**src/rtl/mw_wb_stage_pkg.sv**
```systemverilog
// Shared constants and W-stage decode for the MIPS memory-to-writeback stage.
package mw_wb_stage_pkg;

    // Primary opcodes
    localparam logic [5:0] OP_RTYPE  = 6'b000000;
    localparam logic [5:0] OP_REGIMM = 6'b000001;
    localparam logic [5:0] OP_JAL    = 6'b000011;
    localparam logic [5:0] OP_ADDI   = 6'b001000;
    localparam logic [5:0] OP_ADDIU  = 6'b001001;
    localparam logic [5:0] OP_SLTI   = 6'b001010;
    localparam logic [5:0] OP_ANDI   = 6'b001100;
    localparam logic [5:0] OP_ORI    = 6'b001101;
    localparam logic [5:0] OP_XORI   = 6'b001110;
    localparam logic [5:0] OP_LUI    = 6'b001111;
    localparam logic [5:0] OP_LB     = 6'b100000;
    localparam logic [5:0] OP_LW     = 6'b100011;

    // R-type function codes
    localparam logic [5:0] FN_SLL  = 6'b000000;
    localparam logic [5:0] FN_SRL  = 6'b000010;
    localparam logic [5:0] FN_SRA  = 6'b000011;
    localparam logic [5:0] FN_SLLV = 6'b000100;
    localparam logic [5:0] FN_SRLV = 6'b000110;
    localparam logic [5:0] FN_JALR = 6'b001001;
    localparam logic [5:0] FN_MOVZ = 6'b001010;
    localparam logic [5:0] FN_ADD  = 6'b100000;
    localparam logic [5:0] FN_ADDU = 6'b100001;
    localparam logic [5:0] FN_SUB  = 6'b100010;
    localparam logic [5:0] FN_SUBU = 6'b100011;
    localparam logic [5:0] FN_AND  = 6'b100100;
    localparam logic [5:0] FN_OR   = 6'b100101;
    localparam logic [5:0] FN_XOR  = 6'b100110;
    localparam logic [5:0] FN_NOR  = 6'b100111;
    localparam logic [5:0] FN_SLT  = 6'b101010;

    // REGIMM rt field selectors for the linking branches
    localparam logic [4:0] RT_BLTZAL = 5'b10000;
    localparam logic [4:0] RT_BGEZAL = 5'b10001;

    localparam logic [4:0] LINK_REG = 5'd31;

    // Byte lane of a word selected by the low address bits
    typedef enum logic [1:0] {
        LANE_B0 = 2'd0,
        LANE_B1 = 2'd1,
        LANE_B2 = 2'd2,
        LANE_B3 = 2'd3
    } byte_lane_e;

    // W-stage control bundle
    typedef struct packed {
        logic regwrite;  // instruction class writes the register file
        logic memtoreg;  // full word from data memory
        logic lb;        // sign-extended byte from data memory
        logic link;      // writes PC+8
        logic link31;    // destination forced to $31
        logic cond_en;   // write gated by cond_W
    } wb_ctrl_t;

    function automatic wb_ctrl_t decode_wb(input logic [31:0] instr);
        wb_ctrl_t   c;
        logic [5:0] op;
        logic [5:0] fn;
        logic [4:0] rt;
        op = instr[31:26];
        fn = instr[5:0];
        rt = instr[20:16];
        c  = '0;
        case (op)
            OP_RTYPE: begin
                case (fn)
                    FN_ADDU, FN_SUBU, FN_ADD, FN_SUB, FN_AND, FN_OR, FN_XOR,
                    FN_NOR, FN_SLT, FN_SLL, FN_SRL, FN_SRA, FN_SLLV, FN_SRLV:
                        c.regwrite = 1'b1;
                    FN_JALR: begin
                        c.regwrite = 1'b1;
                        c.link     = 1'b1;
                    end
                    FN_MOVZ: begin
                        c.regwrite = 1'b1;
                        c.cond_en  = 1'b1;
                    end
                    default: c = '0;
                endcase
            end
            OP_REGIMM: begin
                if (rt == RT_BGEZAL || rt == RT_BLTZAL) begin
                    c.regwrite = 1'b1;
                    c.link     = 1'b1;
                    c.link31   = 1'b1;
                    c.cond_en  = 1'b1;
                end
            end
            OP_JAL: begin
                c.regwrite = 1'b1;
                c.link     = 1'b1;
                c.link31   = 1'b1;
            end
            OP_ADDI, OP_ADDIU, OP_SLTI, OP_ANDI, OP_ORI, OP_XORI, OP_LUI:
                c.regwrite = 1'b1;
            OP_LW: begin
                c.regwrite = 1'b1;
                c.memtoreg = 1'b1;
            end
            OP_LB: begin
                c.regwrite = 1'b1;
                c.lb       = 1'b1;
            end
            default: c = '0;
        endcase
        return c;
    endfunction

endpackage

```
**src/rtl/mw_wb_stage_if.sv**
```systemverilog
// M-stage inputs and W-stage results of the memory-to-writeback stage.
interface mw_wb_stage_if;
    logic        valid_M;
    logic [31:0] instr_M;
    logic [31:0] pc8_M;
    logic [31:0] alu_M;
    logic [31:0] dm_rdata_M;
    logic        cond_M;
    logic [31:0] instr_W;
    logic        valid_W;
    logic        reg_we_W;
    logic [4:0]  reg_waddr_W;
    logic [31:0] reg_wdata_W;
    logic [31:0] retire_cnt;

    modport master (
        output valid_M, instr_M, pc8_M, alu_M, dm_rdata_M, cond_M,
        input  instr_W, valid_W, reg_we_W, reg_waddr_W, reg_wdata_W, retire_cnt
    );

    modport slave (
        input  valid_M, instr_M, pc8_M, alu_M, dm_rdata_M, cond_M,
        output instr_W, valid_W, reg_we_W, reg_waddr_W, reg_wdata_W, retire_cnt
    );
endinterface

```
**src/rtl/mw_wb_stage_lb_extend.sv**
```systemverilog
// Byte-lane select and sign extension for lb writeback data.
module wb_lb_extend
    import mw_wb_stage_pkg::*;
(
    input  logic [31:0] word,
    input  byte_lane_e  lane,
    output logic [31:0] ext
);
    logic [7:0] lanes [4];

    generate
        for (genvar gi = 0; gi < 4; gi++) begin : g_lane
            assign lanes[gi] = word[gi*8 +: 8];
        end
    endgenerate

    logic [7:0] sel_byte;

    // Pick the addressed byte and replicate its sign bit
    always_comb begin
        sel_byte = lanes[lane];
        ext      = {{24{sel_byte[7]}}, sel_byte};
    end
endmodule

```
**src/rtl/mw_wb_stage.sv**
```systemverilog
// M/W pipeline register, writeback decode/mux and retired-instruction counter.
module mw_wb_stage
    import mw_wb_stage_pkg::*;
(
    input  logic          clk,
    input  logic          reset_n,
    mw_wb_stage_if.slave  bus
);
    logic        valid_reg;
    logic [31:0] instr_reg;
    logic [31:0] pc8_reg;
    logic [31:0] alu_reg;
    logic [31:0] dm_reg;
    logic        cond_reg;
    logic [31:0] cnt_reg;

    // Capture the M-stage slot every cycle; a bubble carries instr 0
    always_ff @(posedge clk or negedge reset_n) begin
        if (!reset_n) begin
            valid_reg <= 1'b0;
            instr_reg <= '0;
            pc8_reg   <= '0;
            alu_reg   <= '0;
            dm_reg    <= '0;
            cond_reg  <= 1'b0;
        end else begin
            valid_reg <= bus.valid_M;
            instr_reg <= bus.valid_M ? bus.instr_M : 32'd0;
            pc8_reg   <= bus.pc8_M;
            alu_reg   <= bus.alu_M;
            dm_reg    <= bus.dm_rdata_M;
            cond_reg  <= bus.cond_M;
        end
    end

    // Count each valid W instruction as it leaves the stage (wraps naturally)
    always_ff @(posedge clk or negedge reset_n) begin
        if (!reset_n) begin
            cnt_reg <= '0;
        end else if (valid_reg) begin
            cnt_reg <= cnt_reg + 32'd1;
        end
    end

    wb_ctrl_t    ctrl;
    logic [31:0] lb_data;
    logic [4:0]  waddr_next;
    logic [31:0] wdata_next;
    logic        we_next;

    wb_lb_extend u_lb_extend (
        .word (dm_reg),
        .lane (byte_lane_e'(alu_reg[1:0])),
        .ext  (lb_data)
    );

    // Destination, data priority (link > word load > byte load > ALU) and gated enable
    always_comb begin
        ctrl = decode_wb(instr_reg);
        if (ctrl.link31)
            waddr_next = LINK_REG;
        else if (instr_reg[31:26] == OP_RTYPE)
            waddr_next = instr_reg[15:11];
        else
            waddr_next = instr_reg[20:16];

        if (ctrl.link)
            wdata_next = pc8_reg;
        else if (ctrl.memtoreg)
            wdata_next = dm_reg;
        else if (ctrl.lb)
            wdata_next = lb_data;
        else
            wdata_next = alu_reg;

        we_next = valid_reg & ctrl.regwrite & (waddr_next != 5'd0)
                & (ctrl.cond_en ? cond_reg : 1'b1);
    end

    assign bus.instr_W     = instr_reg;
    assign bus.valid_W     = valid_reg;
    assign bus.reg_we_W    = we_next;
    assign bus.reg_waddr_W = waddr_next;
    assign bus.reg_wdata_W = wdata_next;
    assign bus.retire_cnt  = cnt_reg;
endmodule

```
**src/flat_wrapper.sv**
```systemverilog
// flat-port wrapper written by rule: the top's interface ports become plain ports
module mw_wb_stage_flat import mw_wb_stage_pkg::*;
  (clk, reset_n, bus_valid_M, bus_instr_M, bus_pc8_M, bus_alu_M, bus_dm_rdata_M, bus_cond_M, bus_instr_W, bus_valid_W, bus_reg_we_W, bus_reg_waddr_W, bus_reg_wdata_W, bus_retire_cnt);
  mw_wb_stage_if bus_i ();
  input  logic clk;
  input  logic reset_n;
  input wire logic [$bits(bus_i.valid_M)-1:0] bus_valid_M;
  input wire logic [$bits(bus_i.instr_M)-1:0] bus_instr_M;
  input wire logic [$bits(bus_i.pc8_M)-1:0] bus_pc8_M;
  input wire logic [$bits(bus_i.alu_M)-1:0] bus_alu_M;
  input wire logic [$bits(bus_i.dm_rdata_M)-1:0] bus_dm_rdata_M;
  input wire logic [$bits(bus_i.cond_M)-1:0] bus_cond_M;
  output wire logic [$bits(bus_i.instr_W)-1:0] bus_instr_W;
  output wire logic [$bits(bus_i.valid_W)-1:0] bus_valid_W;
  output wire logic [$bits(bus_i.reg_we_W)-1:0] bus_reg_we_W;
  output wire logic [$bits(bus_i.reg_waddr_W)-1:0] bus_reg_waddr_W;
  output wire logic [$bits(bus_i.reg_wdata_W)-1:0] bus_reg_wdata_W;
  output wire logic [$bits(bus_i.retire_cnt)-1:0] bus_retire_cnt;
  assign bus_i.valid_M = bus_valid_M;
  assign bus_i.instr_M = bus_instr_M;
  assign bus_i.pc8_M = bus_pc8_M;
  assign bus_i.alu_M = bus_alu_M;
  assign bus_i.dm_rdata_M = bus_dm_rdata_M;
  assign bus_i.cond_M = bus_cond_M;
  assign bus_instr_W = bus_i.instr_W;
  assign bus_valid_W = bus_i.valid_W;
  assign bus_reg_we_W = bus_i.reg_we_W;
  assign bus_reg_waddr_W = bus_i.reg_waddr_W;
  assign bus_reg_wdata_W = bus_i.reg_wdata_W;
  assign bus_retire_cnt = bus_i.retire_cnt;
  mw_wb_stage u_core (.clk(clk), .reset_n(reset_n), .bus(bus_i));
endmodule
```
**config.mk**
```make
export PLATFORM = sky130hd
export DESIGN_NAME = mw_wb_stage_flat
export DESIGN_NICKNAME = d
export VERILOG_FILES = /design/src/rtl/mw_wb_stage_pkg.sv /design/src/rtl/mw_wb_stage_if.sv /design/src/rtl/mw_wb_stage_lb_extend.sv /design/src/rtl/mw_wb_stage.sv /design/src/flat_wrapper.sv
export SDC_FILE = /design/constraint.sdc
export NUM_CORES = 1
export LEC_CHECK = 0
export CORE_AREA = 4 4 134 110
export CTS_CLUSTER_SIZE = 14
export DETAILED_ROUTE_END_ITERATION = 7
export DIE_AREA = 0 0 138 114
export HOLD_SLACK_MARGIN = 0.15
export PLACE_DENSITY = 0.85
export SETUP_SLACK_MARGIN = 0.5
export SYNTH_ARGS = -nofsm -noshare
export SYNTH_HDL_FRONTEND = slang
export SYNTH_SLANG_ARGS = --single-unit
```
**constraint.sdc**
```tcl
create_clock -name clk -period 6.4 [get_ports clk]
set_clock_uncertainty 0.05 [all_clocks]
set_input_delay 1.92 -clock clk [delete_from_list [all_inputs] [get_ports clk]]
set_output_delay 1.92 -clock clk [all_outputs]
set_load 0.02 [all_outputs]
```
# [Word level (Yosys, flattened, before mapping)]
# Index checks and enable logic that the tools add are counted.
[word_totals] ff_bits=162 output_inout_bits=103 wordCells=67
[classes] addsub=1 order_cmp=1 eq_ne=28 n_mux=20 bitwise=4 reduce_logical=6
[ops] operator="$mux W32" n=4
[ops] operator="$eq A6 B6 Y1 const B" n=11
[ops] operator="$eq A6 B4 Y1 const B" n=9
[ops] operator="$add A32 B1 Y32 const B" n=1
[ops] operator="$eq A6 B2 Y1 const B" n=3
[ops] operator="$bmux W8 S2" n=1
[ops] operator="$mux W8" n=2
[ops] operator="$reduce_or A16 Y1" n=1
[ops] operator="$eq A6 B3 Y1 const B" n=2
[ops] operator="$logic_not A6 Y1" n=2
[ops] operator="$eq A5 B5 Y1 const B" n=2
[ops] operator="$mux W5" n=2
[ops] operator="$reduce_or A10 Y1" n=1
[ops] operator="$mux W1" n=7
[ops] operator="$eq A6 B1 Y1 const B" n=1
[ops] operator="$pmux W2 S3" n=1
[ops] operator="$reduce_bool A5 Y1" n=1
[ops] operator="$and A1 B1 Y1" n=3
[ops] operator="$ge A3 B3 Y1 const B" n=1
[ops] operator="$mux W3" n=1
[ops] operator="$not A2 Y3" n=1
[ops] operator="$pmux W1 S3" n=1
[ops] operator="$pmux W1 S2" n=1
[ops] operator="$logic_or A1 B1 Y1" n=1

# [Depth between registers and ports, before layout]
# Gate-level depths: netlist of run 1.
[logic_depth] word_depth=8 ltp_mapped=8 depth_no_buf=5

# [Hierarchy]
# Synthesis of run 1 repeated with hierarchy kept, for this count alone.
[unflattened] hier_cells=562 hier_area_um2=6789.0
[modules_own_cells] mod="mw_wb_stage" instances=1 cells_per_inst=528 area_each_um2=6412.4
[modules_own_cells] mod="wb_lb_extend" instances=1 cells_per_inst=34 area_each_um2=376.6

# [Least setup slack after synthesis of run 1]
# OpenSTA, ideal clock, no wires.
[synth_path] path_kind="register -> output" start="reg u_core.instr_reg[30] (netlist: u_core.bus.instr_W[30])" end="out bus_reg_we_W" arrival_ns=2.331 required_ns=4.430 slack_ns=2.099 path_stages_with_launch=6 n_path_buf=0 path_cell_list="dfrtp_1 > nor4_4 > a21oi_1 > a221oi_1 > nor2_1 > nor3_1"
[synth_between] elab_chain_len=6
[synth_rtl] element="from (decl)" line="mw_wb_stage.sv:10" text="logic [31:0] instr_reg;"
[synth_rtl] element="from (signal assigned)" line="mw_wb_stage.sv:28" text="instr_reg <= bus.valid_M ? bus.instr_M : 32'd0;"
[synth_rtl] element="$eq A6 B2 Y1 (tied with other cells)" line="mw_wb_stage_pkg.sv:69" text="case (op)"
[synth_rtl] element="$pmux W2 S3 or $mux W5 (tied branches)" line="mw_wb_stage_pkg.sv:69, mw_wb_stage.sv:62"
[synth_rtl] element="$mux W5 *" line="mw_wb_stage.sv:60" text="if (ctrl.link31)"
[synth_rtl] element="named net bus_reg_waddr_W[1]" line="flat_wrapper.sv:16" text="output wire logic [$bits(bus_i.reg_waddr_W)-1:0] bus_reg_waddr_W;"
[synth_rtl] element="$reduce_bool A5 Y1 *" line="mw_wb_stage.sv:76" text="we_next = valid_reg & ctrl.regwrite & (waddr_next != 5'd0)"
[synth_rtl] element="$and A1 B1 Y1 *" line="mw_wb_stage.sv:76"
[synth_rtl] element="$and A1 B1 Y1 *" line="mw_wb_stage.sv:77" text="& (ctrl.cond_en ? cond_reg : 1'b1);"
[synth_rtl] element="to (decl)" line="flat_wrapper.sv:15" text="output wire logic [$bits(bus_i.reg_we_W)-1:0] bus_reg_we_W;"
# Mark *: on every way through the listed nets, which the timed path passes. The rest lies on a longest branch.

# [Final worst setup path of run 1]
[layout_path] start="reg u_core.instr_reg[31] (netlist: u_core.bus.instr_W[31])" end="out bus_reg_wdata_W[10]"
[layout_between] elab_chain_len=5
[layout_rtl] element="$eq A6 B6 Y1" line="mw_wb_stage_pkg.sv:69"
[layout_rtl] element="$mux W1"
[layout_rtl] element="$mux W32" line="mw_wb_stage.sv:71" text="else if (ctrl.lb)"
[layout_rtl] element="$mux W32" line="mw_wb_stage.sv:69" text="else if (ctrl.memtoreg)"
[layout_rtl] element="$mux W32 *" line="mw_wb_stage.sv:67" text="if (ctrl.link)"
[layout_rtl] element="to (decl)" line="flat_wrapper.sv:17" text="output wire logic [$bits(bus_i.reg_wdata_W)-1:0] bus_reg_wdata_W;"
# Mark *: on every way between the ends. The rest lies on a longest branch, timed or not.

==> results.md, run 1 <==
- Worst hold path startpoint: u_core.bus.retire_cnt[31]
- Ys flop type: dfrtp_1
- HP Class: register to register
- Max Transition Viols Final: 0
- Vias in the first global route: roughly 5.3k
- Yosys cell types: 52
- IO buf count: 234
- Yosys top cell area share: 0.642
- Synth warnings: 0
- Register area: 4050 sq um
- Adder-cell share of the synthesized area: 0.00198
- Die area: 15700 sq um
- Peak supply drop: 0.265 mV
- Ant. Diodes: 0
- Final hold vios: 0
- Outcome: finished, final reports clean
- FF-to-FF End: u_core.bus.retire_cnt[26]
- Hold Path Sink: u_core.bus.retire_cnt[31]
- Post-CTS Resized: 0
- Vias per cell: 5.22
- WP depth: 7
- Share of cells above drive strength 1: 0.0654
- Longest Clk Path Bufs: 2
- Placer Congestion: 0.835
- Fin Setup TNS: 0 ps
- Pleak: 0.00416 uW
- Syn_nets: approximately 650
- Main combinational cell family by area after synthesis: simple AND/OR/NAND/NOR gates
- Count leader, synth: dfrtp_1
- RSZ-0062 raised after global routing: no
- Compound-Gate Fraction of Synth Area: 0.0933
- Global-route wire length before repair: 28900 um
- First-pass iteration count of the detailed router: 4
- Syn_area_per_cell: 12.1 sq um
- Area of the multi-input gates: 2120 sq um
- Area post-placement: 8790 sq um
- TritonCTS Buffers: 17
- # placed instances: 914
- GR Overflow Total: 0
- WHS: 422 ps
- Setup bufs post-CTS: 0
- CP Capture Type: output port
- Worst path top cell family by delay: compound AO/OA/AOI/OAI gates
- Htree depth: 4
- Die width: between 100 and 150 um
- Global Route Usage Sum: 0.235
- Buffers & Inverters on Critical Path: 2
- Starting density of the core: 0.471
- Internal Pwr Total: 1940 uW
- FILL cells: approximately 940
- Comb power frac: 0.158
- Worst path required time: 4430 ps
- NumNets Final: approximately 890
- Core area: 13400 sq um
- Tmin final: around 5700 ps
- Setup violations, final: 0
- Initial antenna violation count: 0
- Max-cap violations: 0
- Crit path arrival time: 3680 ps
- Flops & latches, synth: 162
- Worst-path fanout max: 40
- Clock sink count: 162
- Flop pwr share: 0.447
- Crit-path slowest cell: a21boi_2
- Sw Pwr: roughly 640 uW
- Row cnt: 38
- CTS Hold Buffers Added: 0
- Tcrit/Tclk final: 0.884
- Initial DRC Count: 342
- Synth Area in Simple Gates: 0.170
- Startpoint types: register
- Slew @ Worst Pin: 1380 ps
- Routed WL: 18200 um
- CTS clk-pin slew, worst paths: 60 ps
- R2R cell count: 5
- Post-synth top area cell: dfrtp_1
- Mapped Cells: 520
- EDFF count, synth: 0
- Critical path, cell by cell: nor4b_1 -> nand3_2 -> buf_4 -> a21boi_2 -> a211oi_1 -> a21o_1 -> clkdlybuf4s50_1
- DRC: 0
- Origin of the critical flop-to-flop path: u_core.bus.valid_W
- Crit-path max cell delay: 1100 ps
- CTS tree: yes
- Register-to-register path setup slack: 4120 ps
- Final instance area: between 9000 and 10000 sq um
- PwrDens: 274 nW/um^2
- DR WL/cell: between 15 and 20 um
- Cell Area, Synth: 6320 sq um
- I/O pin count: ~240
- Synth top cells by count: 162 x dfrtp_1, 53 x nand2_1, 52 x nor2_1
- Final Non-Filler Cells: 944
- Die Y-Extent: 114 um
- Mux contribution to synthesized area: 0.0263
- Synth async-reset ratio: 1.00
- Clock Latency Late Sink: 420 ps
- Via count: approximately 4.9k
- Worst hold stages: 1
- Clock power frac: 0.395
- Synth area leaders: dfrtp_1 64%, and2_1 3.5%, nand2_1 3.1%, nor2_1 3.1%, a211oi_1 3.0%
- DP HPWL: 13200 um
- CP Class: register to output port
- Post-Synth XOR/XNOR Area: 0.0430
- Seq/Total Area, Yosys: 0.642
- Root Buffer: clkbuf_16
- Worst slew margin: 0.0714
- CP startpoint: u_core.bus.instr_W[31]
- Routed Antenna Nets: 0
- Area Growth Syn to Fin: 48.6%
- Largest net degree at the start of global routing: 72
- Switching Share: 0.247
- Fmax: 177 MHz
-- layout make-up --
type / count / area share
Tap cell: 180 / 0.0240
Multi-Input combinational cell: 330 / 0.226
Inverter: 3 / 0.00120
Clock inverter: 10 / 0.0144
Clock buffer: 20 / 0.0487
Sequential cell: 162 / 0.432
Timing Repair Buffer: 239 / 0.254
-- worst max path at each step --
stage	slack [ps]	to
floorplan	2100	bus_reg_we_W
CTS	760	bus_reg_wdata_W[17]
finish	750	bus_reg_wdata_W[10]
global route	570	bus_reg_wdata_W[23]
global placement	1380	bus_reg_wdata_W[13]
detailed placement	1200	bus_reg_wdata_W[23]
-- logic make-up (layout without fill, tap and decap cells) --
group	count (synthesis)	count (layout)
buffers and inverters	28	272
multiplexers	9	9
adder cells (fa/ha/maj)	1	1
XOR/XNOR	31	31
AND/OR/NAND/NOR	212	212
flip-flops	162	162
AO/OA/AOI/OAI	77	77
-- cell usage in the layout, fill, tap and decap left out, types with 2 or more instances in the layout --
master           netlist  routed
clkinv_4               0       2
o31ai_1                3       3
a21oi_1                4       4
and4_1                 4       4
or4_1                  3       3
a21o_1                25      25
clkbuf_8               0       2
a211oi_1              25      25
a21boi_0               2       2
bufinv_16              0       3
clkbuf_16              0      17
xor2_1                12      12
mux2i_1                2       2
nand2_1               53      53
nand3_1               33      32
nor2b_1                2       2
and3_1                 2       2
nor4_2                 2       2
nor4b_1                4       4
nand2b_1               3       3
inv_1                  3       3
clkinv_2               0       4
dfrtp_1              162     162
clkdlybuf4s50_1        0     233
and2_1                35      35
mux4_2                 6       6
nor3_1                 5       5
xnor2_1               19      19
nand4_1                7       7
buf_4                  4       5
nor2_1                52      52
a22o_1                 6       6
-- layer usage --
metal  share of wire  GRT usage  wire length [um]  up-vias
li1                -          -                 -     2263
met1            0.41      0.292              7450     2414
met2            0.49      0.392              8910      219
met3           0.081     0.0830              1470       27
met4           0.018     0.0724               325        0
met5               0          0                 0        -
-- worst reg2reg max path, delay by kind of cell (launching register included) --
kind                      cells  cell delay, ps
xor gates and xnor gates      1             180
DFF                           1             560
and+or+nand+nor               4            1410
-- power by group through the flow --
stage / sequential (uW) / combinational (uW) / clock [uW]
after floorplan: 1190 / 141 / 0
after global placement: 1170 / 400 / 0
after detailed placement: 1170 / 407 / 0
after global routing: 1160 / 437 / 1080
final: 1150 / 406 / 1020
after CTS: 1150 / 411 / 1030
-- per-stage QoR --
step,power (uW),utilization,worst slack (ps)
4_1_cts,2600,0.700,760
3_5_place_dp,1570,0.656,1200
3_3_place_gp,1570,0.656,1380
6_report,2580,0.700,745
5_1_grt,2680,0.700,568
2_1_floorplan,1330,-,2100
Note: power is estimated with default switching activity, not from simulation.
==> run 2, diff against run 1 <==
- CORE_AREA: 4 4 134 110 -> 3 3 133 109
- DIE_AREA: 0 0 138 114 -> 0 0 136 112
- clock period: 6.4 -> 6.75 ns (I/O delays scaled with it)
==> run 2 against run 1 <==
Net effect: clock power decreased by 7%; critical path depth is the same; flip-flop and latch count unchanged; utilization down 0.12 points; largest cell class unchanged.
==> results.md, run 2 (synthesis results as in run 1) <==
- Outcome: finished, final reports clean
- Setup ws final: 1010 ps
- Global-route wire length before repair: approximately 30000 um
- Fmax: 174 MHz
- RSZ-0062 raised after global routing: no
- Setup WS pre-CTS: 1470 ps
- IO buf count: around 230
- Commonest cells after routing, fill and taps aside: 233 x clkdlybuf4s50_1, 162 x dfrtp_1, 53 x nand2_1
- Die area: 15200 sq um
- Core area: between 10000 and 15000 sq um
- Final instance area: 9370 sq um
- TritonCTS Buffers: 17
- Share of cells above drive strength 1: 0.0641
- GR Overflow Total: 0
- Placer Congestion: 0.822
- DP HPWL: 13200 um
- PwrDens: between 200 and 300 nW/um^2
- Pleak: 0.00415 uW
- Area Growth Syn to Fin: 48.3%
- Worst path required time: approximately 4700 ps
- Vias in the first global route: approximately 5.5k
- Htree depth: 4
- Routed WL: 18500 um
- Global Route Usage Sum: 0.253
- Die Y-Extent: 112 um
- Flop pwr share: 0.452
- CTS clk-pin slew, worst paths: ~60 ps
- Tmin final: 5740 ps
- NumNets Final: 885
- FILL cells: between 900 and 1k
- CP Capture Type: output port
- Final Non-Filler Cells: 945
- Fin Setup TNS: 0 ps
- Tot Pwr: approximately 2400 uW
- HP Class: register to register
- Root Buffer: clkbuf_16
- Sw Pwr: 613 uW
- Worst slew margin: 0.115
- Final hold vios: 0
- Max-cap violations: 0
- Die width: about 140 um
- Clock sink count: roughly 160
- Crit path arrival time: 3670 ps
- CTS Hold Buffers Added: 0
- DRC: 0
- Switching Share: 0.253
- Startpoint types: register
- Longest Clk Path Bufs: 2
- Routed Antenna Nets: 0
- Max Transition Viols Final: 0
- I/O pin count: 235
- Area post-placement: 8780 sq um
- CP Class: register to output port
- Starting density of the core: 0.471
- Tcrit/Tclk final: 0.851
- Vias per cell: 5.27
- Comb power frac: 0.159
- Row cnt: 38
- Initial antenna violation count: 2
- Peak supply drop: 0.271 mV
- Slew @ Worst Pin: 1320 ps
- First-pass iteration count of the detailed router: 4
- CTS tree: yes
- Post-CTS Resized: 0
- Most common cell after layout, fill and taps aside: clkdlybuf4s50_1
- Worst-path fanout max: 40
- Initial DRC Count: 258
- DR WL/cell: slightly below 20 um
- Largest net degree at the start of global routing: 113
- Clock Latency Late Sink: 420 ps
- Via count: 4980
- Setup violations, final: 0
- # placed instances: 913
- Internal Pwr Total: 1810 uW
- Clock power frac: 0.389
- Setup bufs post-CTS: 0
- Ant. Diodes: 0
==> run 2: changes by cell type in the layout (fill, tap and decap cells not counted), sizes merged <==
cell / delta
buf: -1
clkbuf: +3
bufinv: -1
==> run 2: layout make-up <==
type | instances | area [sq um] | share of cell area
Timing Repair Buffer | 238 | 2370 | 0.253
Inverter | 3 | 11.3 | 0.00120
Clock buffer | 23 | 478 | 0.0510
Sequential cell | 162 | 4050 | 0.433
Clock inverter | 9 | 105 | 0.0112
Multi-Input combinational cell | 330 | 2120 | 0.226
Tap cell | 180 | 225 | 0.0240
==> run 2: final timing paths <==
kind                                           start                   endpoint  slack [ps]  cells past startpoint
setup reg to reg                  u_core.bus.valid_W  u_core.bus.retire_cnt[30]        4630                      5
hold reg to reg            u_core.bus.retire_cnt[31]  u_core.bus.retire_cnt[31]         420                      1
setup / recovery              u_core.bus.instr_W[31]        bus_reg_wdata_W[22]        1010                      7
max in group asynchronous                    reset_n         u_core.pc8_reg[25]        3670                      2
hold / removal             u_core.bus.retire_cnt[31]  u_core.bus.retire_cnt[31]         420                      1
min in group asynchronous                    reset_n         u_core.pc8_reg[30]        1660                      1
==> run 2: metal layers <==
metal	vias to the layer above	GRT usage	share of wire
met3	33	0.0962	0.093
met4	4	0.0759	0.019
met2	231	0.416	0.49
met1	2451	0.311	0.40
li1	2261	-	-
met5	-	0	0.0015
==> run 2: critical path, cell delays in order (launching register included) <==
cell             delay (ps)
dfrtp_1                 470
nor4b_1                 230
nand3_2                 110
buf_4                   370
a21boi_2               1060
a211oi_1                220
a21o_1                  240
clkdlybuf4s50_1         530
==> run 2: stage by stage <==
step           utilization  hold WS [ps]
2_1_floorplan            -           528
3_3_place_gp         0.655           409
3_5_place_dp         0.655           407
4_1_cts              0.699           420
5_1_grt              0.699           441
6_report             0.699           419
==> run 2: power by group through the flow <==
stage               Clock [uW]  Combinational, uW  Sequential (uW)
CTS                        963                391             1100
detailed placement           0                387             1110
finish                     945                386             1100
global placement             0                379             1110
floorplan                    0                134             1120
global route              1000                415             1110
==> run 3, diff against run 2 <==
- GPL_TIMING_DRIVEN: default -> 0
==> run 3 against run 2 <==
Net effect: sequential share of layout area decreased by 0.98 points; first-iteration DRC count shrank 8.9%; combinational power increased by 3%; utilization grew 1.6 points; count of clock-buffer cells in the layout decreased by 2; sequential power hardly changed; register-to-register slack got worse by 30 ps; worst hold slack lost 0.68 ps; global-route usage down 0.89 points; final area up 2.3%; maximum frequency increased by 4.4%; power up 6.3%; largest cell class unchanged.
==> results.md, run 3 (synthesis results as in run 1) <==
- Outcome: finished, final reports clean
- Die Y-Extent: 112 um
- Setup violations, final: 0
- Max Transition Viols Final: 0
- Setup bufs post-CTS: 0
- Crit path arrival time: 3430 ps
- Post-CTS Resized: 0
- Register area: 4050 sq um
- Initial DRC Count: 235
- Area Growth Syn to Fin: 51.7%
- Slew @ Worst Pin: 756 ps
- Fin Setup TNS: 0 ps
- Tmin final: 5500 ps
- Share of cells above drive strength 1: 0.0764
- PwrDens: 269 nW/um^2
- First-pass iteration count of the detailed router: 4
- Most common cell after layout, fill and taps aside: clkdlybuf4s50_1
- Peak supply drop: about 0.21 mV
- Worst-path fanout max: 10
- DR WL/cell: approximately 19 um
- Clock sink count: 162
- Fmax: approximately 180 MHz
- NumNets Final: just over 900
- Area post-placement: 8910 sq um
- Starting density of the core: 0.471
- Clock Latency Late Sink: 410 ps
- Ant. Diodes: 0
- Origin of the critical flop-to-flop path: u_core.bus.valid_W
- DP HPWL: 13300 um
- # placed instances: 935
- FILL cells: 927
- Worst slew margin: 0.489
- Global-route wire length before repair: 28700 um
- CP startpoint: u_core.bus.instr_W[28]
- Crit-path max cell delay: about 700 ps
- Global Route Usage Sum: 0.244
- CP Capture Type: output port
- DRC: 0
- Hold Path Sink: u_core.bus.retire_cnt[31]
- Worst hold stages: 1
- TritonCTS Buffers: 17
- Via count: 5003
- Area of the multi-input gates: 2120 sq um
- Largest net degree at the start of global routing: 102
- GR Overflow Total: 0
- Routed WL: 17900 um
- Setup WS pre-CTS: approximately 1700 ps
- Commonest cells after routing, fill and taps aside: 233 x clkdlybuf4s50_1, 162 x dfrtp_1, 53 x nand2_1
- RSZ-0062 raised after global routing: no
- Register-to-register path setup slack: 4600 ps
- Startpoint types: register
- Root Buffer: clkbuf_16
- Crit-path slowest cell: nor4b_1
- CTS Hold Buffers Added: 0
- Routed Antenna Nets: 0
- Vias in the first global route: 5370
- Final instance area: roughly 9600 sq um
- CP Class: register to output port
- Tcrit/Tclk final: 0.815
- I/O pin count: 235
- Critical path, cell by cell: nor4b_1 -> nand3_1 -> a21boi_2 -> buf_6 -> a211oi_1 -> a21o_1 -> clkdlybuf4s50_1
- Die area: 15200 sq um
- CTS tree: yes
- Setup ws final: 1250 ps
- Vias per cell: 5.18
- Core area: 13400 sq um
- FF-to-FF End: u_core.bus.retire_cnt[25]
- Placer Congestion: 0.849
- Worst hold path startpoint: u_core.bus.retire_cnt[31]
- R2R cell count: 6
- CTS clk-pin slew, worst paths: 60 ps
- HP Class: register to register
- Die width: 136 um
- Worst path required time: 4680 ps
- Final Non-Filler Cells: 965
- Row cnt: 38
- Longest Clk Path Bufs: 2
- Initial antenna violation count: 2
- Final hold vios: 0
- Max-cap violations: 0
- IO buf count: 234
- Pleak: 0.00427 uW
- Htree depth: 4
-- run 3: layout make-up --
class	instances	share of cell area
plain buffers	25	0.0141
clock buffers	21	0.0491
clock inverters	9	0.0210
inverters	3	0.00117
multi-input cells	330	0.221
flip-flops and latches	162	0.423
well taps	180	0.0235
repair buffers	235	0.247
-- run 3: per-stage QoR --
stage,total power (uW),hold WS (ps),util
3_5_place_dp,1500,407,0.665
2_1_floorplan,1260,528,-
5_1_grt,2680,450,0.715
6_report,2580,418,0.715
4_1_cts,2600,419,0.715
3_3_place_gp,1490,408,0.663
-- run 3: how the worst max path moves through the flow --
stage               slack, ps                        end  depth (start not counted)
global placement        -2510  u_core.bus.retire_cnt[19]                          1
finish                   1250        bus_reg_wdata_W[18]                          7
detailed placement       1660        bus_reg_wdata_W[18]                          7
global route              920        bus_reg_wdata_W[22]                          7
floorplan                2340               bus_reg_we_W                          5
CTS                      1190        bus_reg_wdata_W[18]                          7
-- run 3: metal layers --
layer  routed length [um]  GRT usage
met1                 6800      0.290
met5                   18          0
met2                 8670      0.392
met3                 1990      0.110
met4                  438     0.0880
-- run 3: critical path, delay by kind of cell (launching register included) --
kind	cells	cell delay, ps
buf+inv	2	790
flops	1	460
simple gates	2	1050
compound gates	3	700
-- run 3: where the power goes --
group          internal [uW]  switching, uW  total, uW
clock                    720            374       1090
combinational            215            184        399
sequential              1030           56.1       1090
total                   1970            614       2580
